===== src/rtl/tlb_lookup_engine.sv =====
// Page-table translation responder: sequential TLB search, one entry per cycle,
// returning PA, MAT and exception code over a valid/ready handshake.
module tlb_lookup_engine #(
  parameter  int TLBNUM = 16,
  localparam int IDXW   = $clog2(TLBNUM)
) (
  input  logic            clk_i,
  input  logic            reset_i,
  input  logic            req_valid_i,
  output logic            req_ready_o,
  input  logic [31:0]     req_va_i,
  input  logic [9:0]      req_asid_i,
  input  logic [1:0]      req_plv_i,
  input  logic [1:0]      req_op_i,
  output logic            resp_valid_o,
  input  logic            resp_ready_i,
  output logic [31:0]     resp_pa_o,
  output logic [1:0]      resp_mat_o,
  output logic            resp_exc_o,
  output logic [5:0]      resp_ecode_o,
  input  logic            wr_en_i,
  input  logic [IDXW-1:0] wr_index_i,
  input  logic [83:0]     wr_data_i,
  input  logic            inv_all_i,
  input  logic [IDXW-1:0] rd_index_i,
  output logic [83:0]     rd_data_o
);

  typedef enum logic [1:0] {S_IDLE, S_SEARCH, S_RESP} state_e;

  localparam logic [5:0] EC_TLBR = 6'h3F;
  localparam logic [5:0] EC_PIF  = 6'h03;
  localparam logic [5:0] EC_PIL  = 6'h01;
  localparam logic [5:0] EC_PIS  = 6'h02;
  localparam logic [5:0] EC_PPI  = 6'h07;
  localparam logic [5:0] EC_PME  = 6'h04;

  // Entry body kept apart from the enable bit so only the e bits need a reset.
  logic [82:0]       ent_q [TLBNUM];
  logic [TLBNUM-1:0] e_q;

  always_ff @(posedge clk_i) begin
    if (wr_en_i && !inv_all_i) begin
      ent_q[wr_index_i] <= wr_data_i[82:0];
    end
  end

  always_ff @(posedge clk_i or posedge reset_i) begin
    if (reset_i) begin
      e_q <= '0;
    end else if (inv_all_i) begin
      e_q <= '0;
    end else if (wr_en_i) begin
      e_q[wr_index_i] <= wr_data_i[83];
    end
  end

  assign rd_data_o = {e_q[rd_index_i], ent_q[rd_index_i]};

  state_e          state_q;
  logic [IDXW-1:0] idx_q;
  logic [31:0]     va_q;
  logic [9:0]      asid_q;
  logic [1:0]      plv_q;
  logic [1:0]      op_q;
  logic            req_ready_q;
  logic            resp_valid_q;
  logic [31:0]     resp_pa_q;
  logic [1:0]      resp_mat_q;
  logic            resp_exc_q;
  logic [5:0]      resp_ecode_q;

  // Compare of the entry under the search pointer.
  logic [83:0] cur_ent;
  logic [18:0] c_vppn;
  logic        c_ps4m;
  logic        c_g;
  logic [9:0]  c_asid;
  logic        vpn_match;
  logic        odd_sel;
  logic [25:0] half;
  logic        hit_d;
  logic [31:0] pa_d;
  logic [1:0]  mat_d;
  logic        exc_d;
  logic [5:0]  ecode_d;
  logic        is_fetch;
  logic        is_store;

  always_comb begin
    cur_ent   = {e_q[idx_q], ent_q[idx_q]};
    c_vppn    = cur_ent[82:64];
    c_ps4m    = cur_ent[63];
    c_g       = cur_ent[62];
    c_asid    = cur_ent[61:52];
    vpn_match = c_ps4m ? (c_vppn[18:9] == va_q[31:22]) : (c_vppn == va_q[31:13]);
    hit_d     = cur_ent[83] & (c_g | (c_asid == asid_q)) & vpn_match;
    odd_sel   = c_ps4m ? va_q[21] : va_q[12];
    half      = odd_sel ? cur_ent[25:0] : cur_ent[51:26];
    // A 4MB page keeps only ppn[19:10]; va supplies the low 22 bits.
    pa_d      = c_ps4m ? {half[25:16], va_q[21:0]} : {half[25:6], va_q[11:0]};
    mat_d     = half[3:2];
    is_fetch  = (op_q == 2'd0);
    is_store  = (op_q == 2'd2);
    exc_d     = 1'b1;
    ecode_d   = 6'h00;
    if (!half[0]) begin
      ecode_d = is_fetch ? EC_PIF : (is_store ? EC_PIS : EC_PIL);
    end else if (plv_q > half[5:4]) begin
      ecode_d = EC_PPI;
    end else if (is_store && !half[1]) begin
      ecode_d = EC_PME;
    end else begin
      exc_d = 1'b0;
    end
  end

  always_ff @(posedge clk_i or posedge reset_i) begin
    if (reset_i) begin
      state_q      <= S_IDLE;
      idx_q        <= '0;
      va_q         <= '0;
      asid_q       <= '0;
      plv_q        <= '0;
      op_q         <= '0;
      req_ready_q  <= 1'b1;
      resp_valid_q <= 1'b0;
      resp_pa_q    <= '0;
      resp_mat_q   <= '0;
      resp_exc_q   <= 1'b0;
      resp_ecode_q <= '0;
    end else begin
      case (state_q)
        S_IDLE: begin
          if (req_valid_i) begin
            va_q        <= req_va_i;
            asid_q      <= req_asid_i;
            plv_q       <= req_plv_i;
            op_q        <= req_op_i;
            idx_q       <= '0;
            req_ready_q <= 1'b0;
            state_q     <= S_SEARCH;
          end
        end
        S_SEARCH: begin
          if (hit_d) begin
            resp_pa_q    <= pa_d;
            resp_mat_q   <= mat_d;
            resp_exc_q   <= exc_d;
            resp_ecode_q <= ecode_d;
            resp_valid_q <= 1'b1;
            state_q      <= S_RESP;
          end else if (idx_q == IDXW'(TLBNUM - 1)) begin
            resp_pa_q    <= '0;
            resp_mat_q   <= '0;
            resp_exc_q   <= 1'b1;
            resp_ecode_q <= EC_TLBR;
            resp_valid_q <= 1'b1;
            state_q      <= S_RESP;
          end else begin
            idx_q <= idx_q + IDXW'(1);
          end
        end
        S_RESP: begin
          if (resp_ready_i) begin
            resp_valid_q <= 1'b0;
            req_ready_q  <= 1'b1;
            state_q      <= S_IDLE;
          end
        end
        default: begin
          state_q      <= S_IDLE;
          req_ready_q  <= 1'b1;
          resp_valid_q <= 1'b0;
        end
      endcase
    end
  end

  assign req_ready_o  = req_ready_q;
  assign resp_valid_o = resp_valid_q;
  assign resp_pa_o    = resp_pa_q;
  assign resp_mat_o   = resp_mat_q;
  assign resp_exc_o   = resp_exc_q;
  assign resp_ecode_o = resp_ecode_q;

endmodule


===== config.mk =====
export PLATFORM = sky130hd
export DESIGN_NAME = tlb_lookup_engine
export DESIGN_NICKNAME = d
export VERILOG_FILES = /design/src/rtl/tlb_lookup_engine.sv
export SDC_FILE = /design/constraint.sdc
export NUM_CORES = 2
export LEC_CHECK = 0
export BUFFER_PORTS_ARGS = -buffer_cell sky130_fd_sc_hd__buf_2
export CORE_MARGIN = 8
export CORE_UTILIZATION = 58
export CTS_BUF_LIST = sky130_fd_sc_hd__clkbuf_2 sky130_fd_sc_hd__clkbuf_4 sky130_fd_sc_hd__clkbuf_8
export DETAILED_ROUTE_END_ITERATION = 8
export PLACE_DENSITY = 0.79
export SETUP_SLACK_MARGIN = 0.3
export SLEW_MARGIN = 20
export SYNTH_ARGS = -nofsm -noshare
export SYNTH_HDL_FRONTEND = slang
export SYNTH_SLANG_ARGS = --single-unit
export TNS_END_PERCENT = 5

===== constraint.sdc =====
create_clock -name clk_i -period 3.7 [get_ports clk_i]
set_input_delay 0.74 -clock clk_i [delete_from_list [all_inputs] [get_ports clk_i]]
set_output_delay 0.74 -clock clk_i [all_outputs]
set_load 0.1 [all_outputs]

==> flow_summary.rst <==
.. list-table::
   :header-rows: 1

   * - Metric
     - Value
   * - Status
     - complete, but fails checks
   * - Violations in the final reports
     - setup timing
   * - Static leakage power
     - 25.5 nW
   * - Number of global-route vias before repair
     - 39,864
   * - Total grt overflow
     - 0
   * - End of the worst hold path
     - va_q[5]
   * - Die H
     - 353 um
   * - Share of power burned in registers
     - 0.385
   * - Sink count of the clock tree
     - 1,437
   * - Clock slew seen by the registers of the worst setup and hold paths
     - 0.06 ns
   * - Post-Route WL
     - 186,000 um
   * - Cell type contributing the most total cell area after synthesis
     - sky130_fd_sc_hd__edfxtp_1
   * - Number of fill cells in the layout
     - 6,837
   * - Post-synthesis instance area
     - 65,800 um2
   * - First-pass iteration count of the detailed router
     - 6
   * - Non-filler cells in the finished layout
     - 5,364
   * - Final critical-path share of the clock period
     - 1.01
   * - Worst setup SP type
     - flop
   * - Synth Warn #
     - 0
   * - Number of nets produced by synthesis
     - 3,306
   * - Unique cell type count in the Yosys netlist
     - 65
   * - Cell-internal power
     - 33.1 mW
   * - Count of nets left with antenna violations after detail routing
     - 0
   * - Core region area
     - 112,000 um2
   * - Routed met3 length
     - 23,000 um
   * - Met1 wire length
     - 65,000 um
   * - Detailed Route Iter0 Violations
     - 5,128
   * - Design area
     - 76,100 um2
   * - FF-to-FF setup slack
     - -0.04 ns
   * - Die Area
     - 124,000 um2
   * - Switching power
     - 15.9 mW
   * - Required time at the worst-slack endpoint
     - 4.49 ns
   * - Top layer used by detailed routing
     - met5
   * - Arrival time at the worst endpoint
     - 4.53 ns
   * - Worst-path maximum fanout
     - 8
   * - Clock latency at the later pin of the worst-skew pair
     - 0.91 ns
   * - Hold WS
     - 0.0716 ns
   * - Count of placed standard cells including taps
     - 4,878
   * - Post-synthesis share of cell area spent on xor and xnor gates
     - 0.00439
   * - Worst slew margin relative to its limit
     - 0.327
   * - Core utilization of the finished layout
     - 0.676
   * - Power Density
     - 643 nW/um2
   * - CTS max path bufs
     - 3
   * - Largest net degree at the start of global routing
     - 84
   * - Number of top-level pins
     - 271
   * - Estimated wirelength of the detail-placed design
     - 107,000 um
   * - Ratio of cells with drive above 1 in the final layout
     - 0.441
   * - Global-route wire length before repair
     - 271,000 um
   * - Via count of the routed design
     - 37,700
   * - Pins Over Slew Limit
     - 0
   * - Post-synthesis register bit count
     - 1,437
   * - Least setup slack across all paths after layout
     - -0.0394 ns
   * - Simple-gate share of the synthesized area
     - 0.0227
   * - Capturing element type of the critical path
     - flop
   * - Hold Fails Final Rpt
     - 0
   * - H-tree levels
     - 4
   * - TritonCTS clock tree
     - built
   * - Total met2 wirelength after detailed routing
     - 90,800 um
   * - Switching part of the total power
     - 0.324
   * - Average instance area after synthesis
     - 20.8 um2
   * - Antenna violations before repair
     - 35
   * - Worst setup timing slack at the placement stage
     - -0.209 ns
   * - DRC violations left
     - 0
   * - Overall routing resource usage
     - 0.294
   * - Sequential cell area
     - 42,600 um2
   * - Number of placement rows
     - 123
   * - Fin crit period
     - 3.74 ns
   * - Number of synthesized flops with an enable pin
     - 1,328
   * - Post-synthesis share of cell area spent on full adders, half adders and majority gates
     - 0.000571
   * - Wirelength per Cell
     - 34.7 um
   * - Clock root buffer master
     - sky130_fd_sc_hd__clkbuf_8
   * - Cell area after placement
     - 70,500 um2
   * - Area of the multi-input gates
     - 22,400 um2
   * - Final GP Congestion
     - 0.863
   * - Setup Crit Path Kind
     - flop to flop
   * - Post-route clock skew
     - 0.0515 ns
   * - Number of buffers inserted during clock tree synthesis
     - 222
   * - Final setup violation count
     - 13
   * - Transition time at the pin with the least slew margin
     - 1.01 ns
   * - Reg2reg path depth
     - 12
   * - Reg2reg end
     - resp_pa_o[30]
   * - Unrepaired setup endpoints after global routing
     - true
   * - Average via count per standard cell
     - 7.03
   * - Combinational fraction of design power
     - 0.340
   * - Leading register cell type out of synthesis
     - sky130_fd_sc_hd__edfxtp_1
   * - Starting utilization of the core area
     - 0.585
   * - Final Net Count
     - 3,798
   * - Proportion of netlist area held by the largest area contributor
     - 0.606
   * - Synthesized netlist cell count
     - 3,159
   * - Post-synthesis compound-gate area fraction
     - 0.0150
   * - Worst hold path cell count
     - 3
   * - Worst voltage drop across the vdd grid
     - 0.460 mV
   * - Async SR Flop Fraction
     - 0.0759
   * - Share of synthesized area spent on multiplexers
     - 0.292
   * - Main combinational cell family by area after synthesis
     - multiplexers
   * - Start point of the worst hold path
     - req_va_i[5]
   * - Reg-to-Reg Start
     - idx_q[1]
   * - Count of max-cap constraint violations
     - 0
   * - Sequential-to-total area share from yosys stat
     - 0.648
   * - Leading post-synthesis cells by cell area
     - sky130_fd_sc_hd__edfxtp_1 61%, sky130_fd_sc_hd__mux4_2 26%, sky130_fd_sc_hd__dfrtp_1 4.1%, sky130_fd_sc_hd__mux2i_1 2.6%, sky130_fd_sc_hd__nand2_1 1.0%
   * - Clock group share of total power
     - 0.275
   * - Area growth, synth to finish
     - 15.6%
   * - Fmax achieved
     - 267 MHz
   * - Input/output buffers
     - 270
   * - Worst min-delay path category
     - primary input to flop
   * - Width of the die
     - 353 um
[power groups by stage]
| stage | combinational, mW | clock [mW] | sequential (mW) |
|---|---|---|---|
| floorplan | 10.7 | 0 | 19.1 |
| global placement | 15.1 | 0 | 19.1 |
| detailed placement | 15.4 | 0 | 19.1 |
| CTS | 16.0 | 13.6 | 18.8 |
| global route | 17.4 | 14.3 | 18.9 |
| finish | 16.6 | 13.4 | 18.9 |
[routing by layer]
layer,vias to the layer above,GRT usage
met4,14,0.115
li1,14668,-
met5,-,0
met1,19738,0.391
met3,477,0.0789
met2,2803,0.470
[Yosys cell counts (all sizes together), types with 6 or more instances]
library cell	instances
dfrtp	108
nand2	184
nand3	10
nor2	59
nor3	14
mux2i	169
a22oi	14
xnor2	25
or3	6
a22o	14
edfxtp	1328
a21oi	29
inv	18
clkbuf	112
mux2	21
o21ai	38
nand2b	7
xor2	8
nand3b	8
nor2b	11
a221oi	12
mux4	766
buf	122
o22ai	10
[state kept, by name, indices dropped and copies added (netlist names)]
| register | flops |
|---|---|
| resp_mat_o | 2 |
| plv_q | 2 |
| req_ready_o | 1 |
| resp_ecode_o | 4 |
| e_q | 16 |
| asid_q | 10 |
| va_q | 32 |
| resp_valid_o | 1 |
| state_q | 2 |
| idx_q | 4 |
| resp_exc_o | 1 |
| ent_q | 1328 |
| resp_pa_o | 32 |
| op_q | 2 |
[worst max-delay path: stages (launching register included)]
cell,delay [ns]
sky130_fd_sc_hd__dfrtp_4,0.55
sky130_fd_sc_hd__buf_12,0.18
sky130_fd_sc_hd__mux4_2,0.53
sky130_fd_sc_hd__mux2i_2,0.23
sky130_fd_sc_hd__nand3_1,0.10
sky130_fd_sc_hd__mux4_2,0.53
sky130_fd_sc_hd__o41ai_4,0.41
sky130_fd_sc_hd__buf_4,0.17
sky130_fd_sc_hd__nand4_1,0.14
sky130_fd_sc_hd__nor2_4,0.14
sky130_fd_sc_hd__buf_12,0.19
sky130_fd_sc_hd__clkbuf_16,0.20
sky130_fd_sc_hd__mux2i_1,0.20
[kinds of logic after synthesis]
logic type	after synthesis
xor gates and xnor gates	33
and+or+nand+nor	331
buffers and inverters	252
muxes	956
adders and majority gates	3
AOI/OAI and AO/OA	147
DFF	1437
[placed cells by master (no fill, tap or decap), types with 22 or more instances in the layout]
cell type	netlist	final
sky130_fd_sc_hd__a21oi_1	29	29
sky130_fd_sc_hd__buf_12	0	79
sky130_fd_sc_hd__buf_2	40	267
sky130_fd_sc_hd__buf_4	16	101
sky130_fd_sc_hd__clkbuf_4	0	59
sky130_fd_sc_hd__clkbuf_8	0	232
sky130_fd_sc_hd__clkinv_1	0	49
sky130_fd_sc_hd__clkinv_2	0	43
sky130_fd_sc_hd__dfrtp_1	108	104
sky130_fd_sc_hd__diode_2	0	28
sky130_fd_sc_hd__dlygate4sd3_1	0	24
sky130_fd_sc_hd__edfxtp_1	1328	1328
sky130_fd_sc_hd__mux2i_1	169	156
sky130_fd_sc_hd__mux4_2	766	766
sky130_fd_sc_hd__nand2_1	184	183
sky130_fd_sc_hd__nor2_1	58	49
sky130_fd_sc_hd__o21ai_0	38	33
sky130_fd_sc_hd__xnor2_1	25	22
[how the worst max path moves through the flow]
stage / slack (ns) / start / cells past startpoint / to
after floorplan: -0.59 / wr_index_i[2] / 4 / ent_q[1][0]
after global placement: -0.05 / idx_q[1] / 12 / resp_pa_o[29]
after detailed placement: -0.21 / idx_q[1] / 12 / resp_pa_o[31]
after CTS: 0.006 / idx_q[1] / 13 / resp_pa_o[4]
after global routing: -0.12 / idx_q[1] / 12 / resp_pa_o[30]
final: -0.04 / idx_q[1] / 12 / resp_pa_o[30]
[stage by stage]
step	setup TNS [ns]	power, mW
finish	-0.200	48.9
global route	-2.71	50.5
CTS	0	48.4
detailed placement	-5.88	34.6
global placement	-1.20	34.2
floorplan	-368.88	29.8
[cell type report]
class                   instances  area share
flip-flops and latches       1437       0.560
multi-input cells            1470       0.294
repair buffers                502      0.0602
clock buffers                 291      0.0478
well taps                    1500      0.0247
clock inverters               118      0.0112
inverters                      18    0.000987
diodes                         28    0.000921
[what timing repair did]
item / CTS / global route
pin swaps: 2 / 5
resized for setup: 16 / 57
gates cloned: 6 / 5
hold endpoints to repair: 52 / 0
setup buffers: 4 / 10
hold buffers: 24 / 0
endpoints found under the setup margin: 128 / 127
Note: power is estimated with default switching activity, not from simulation.
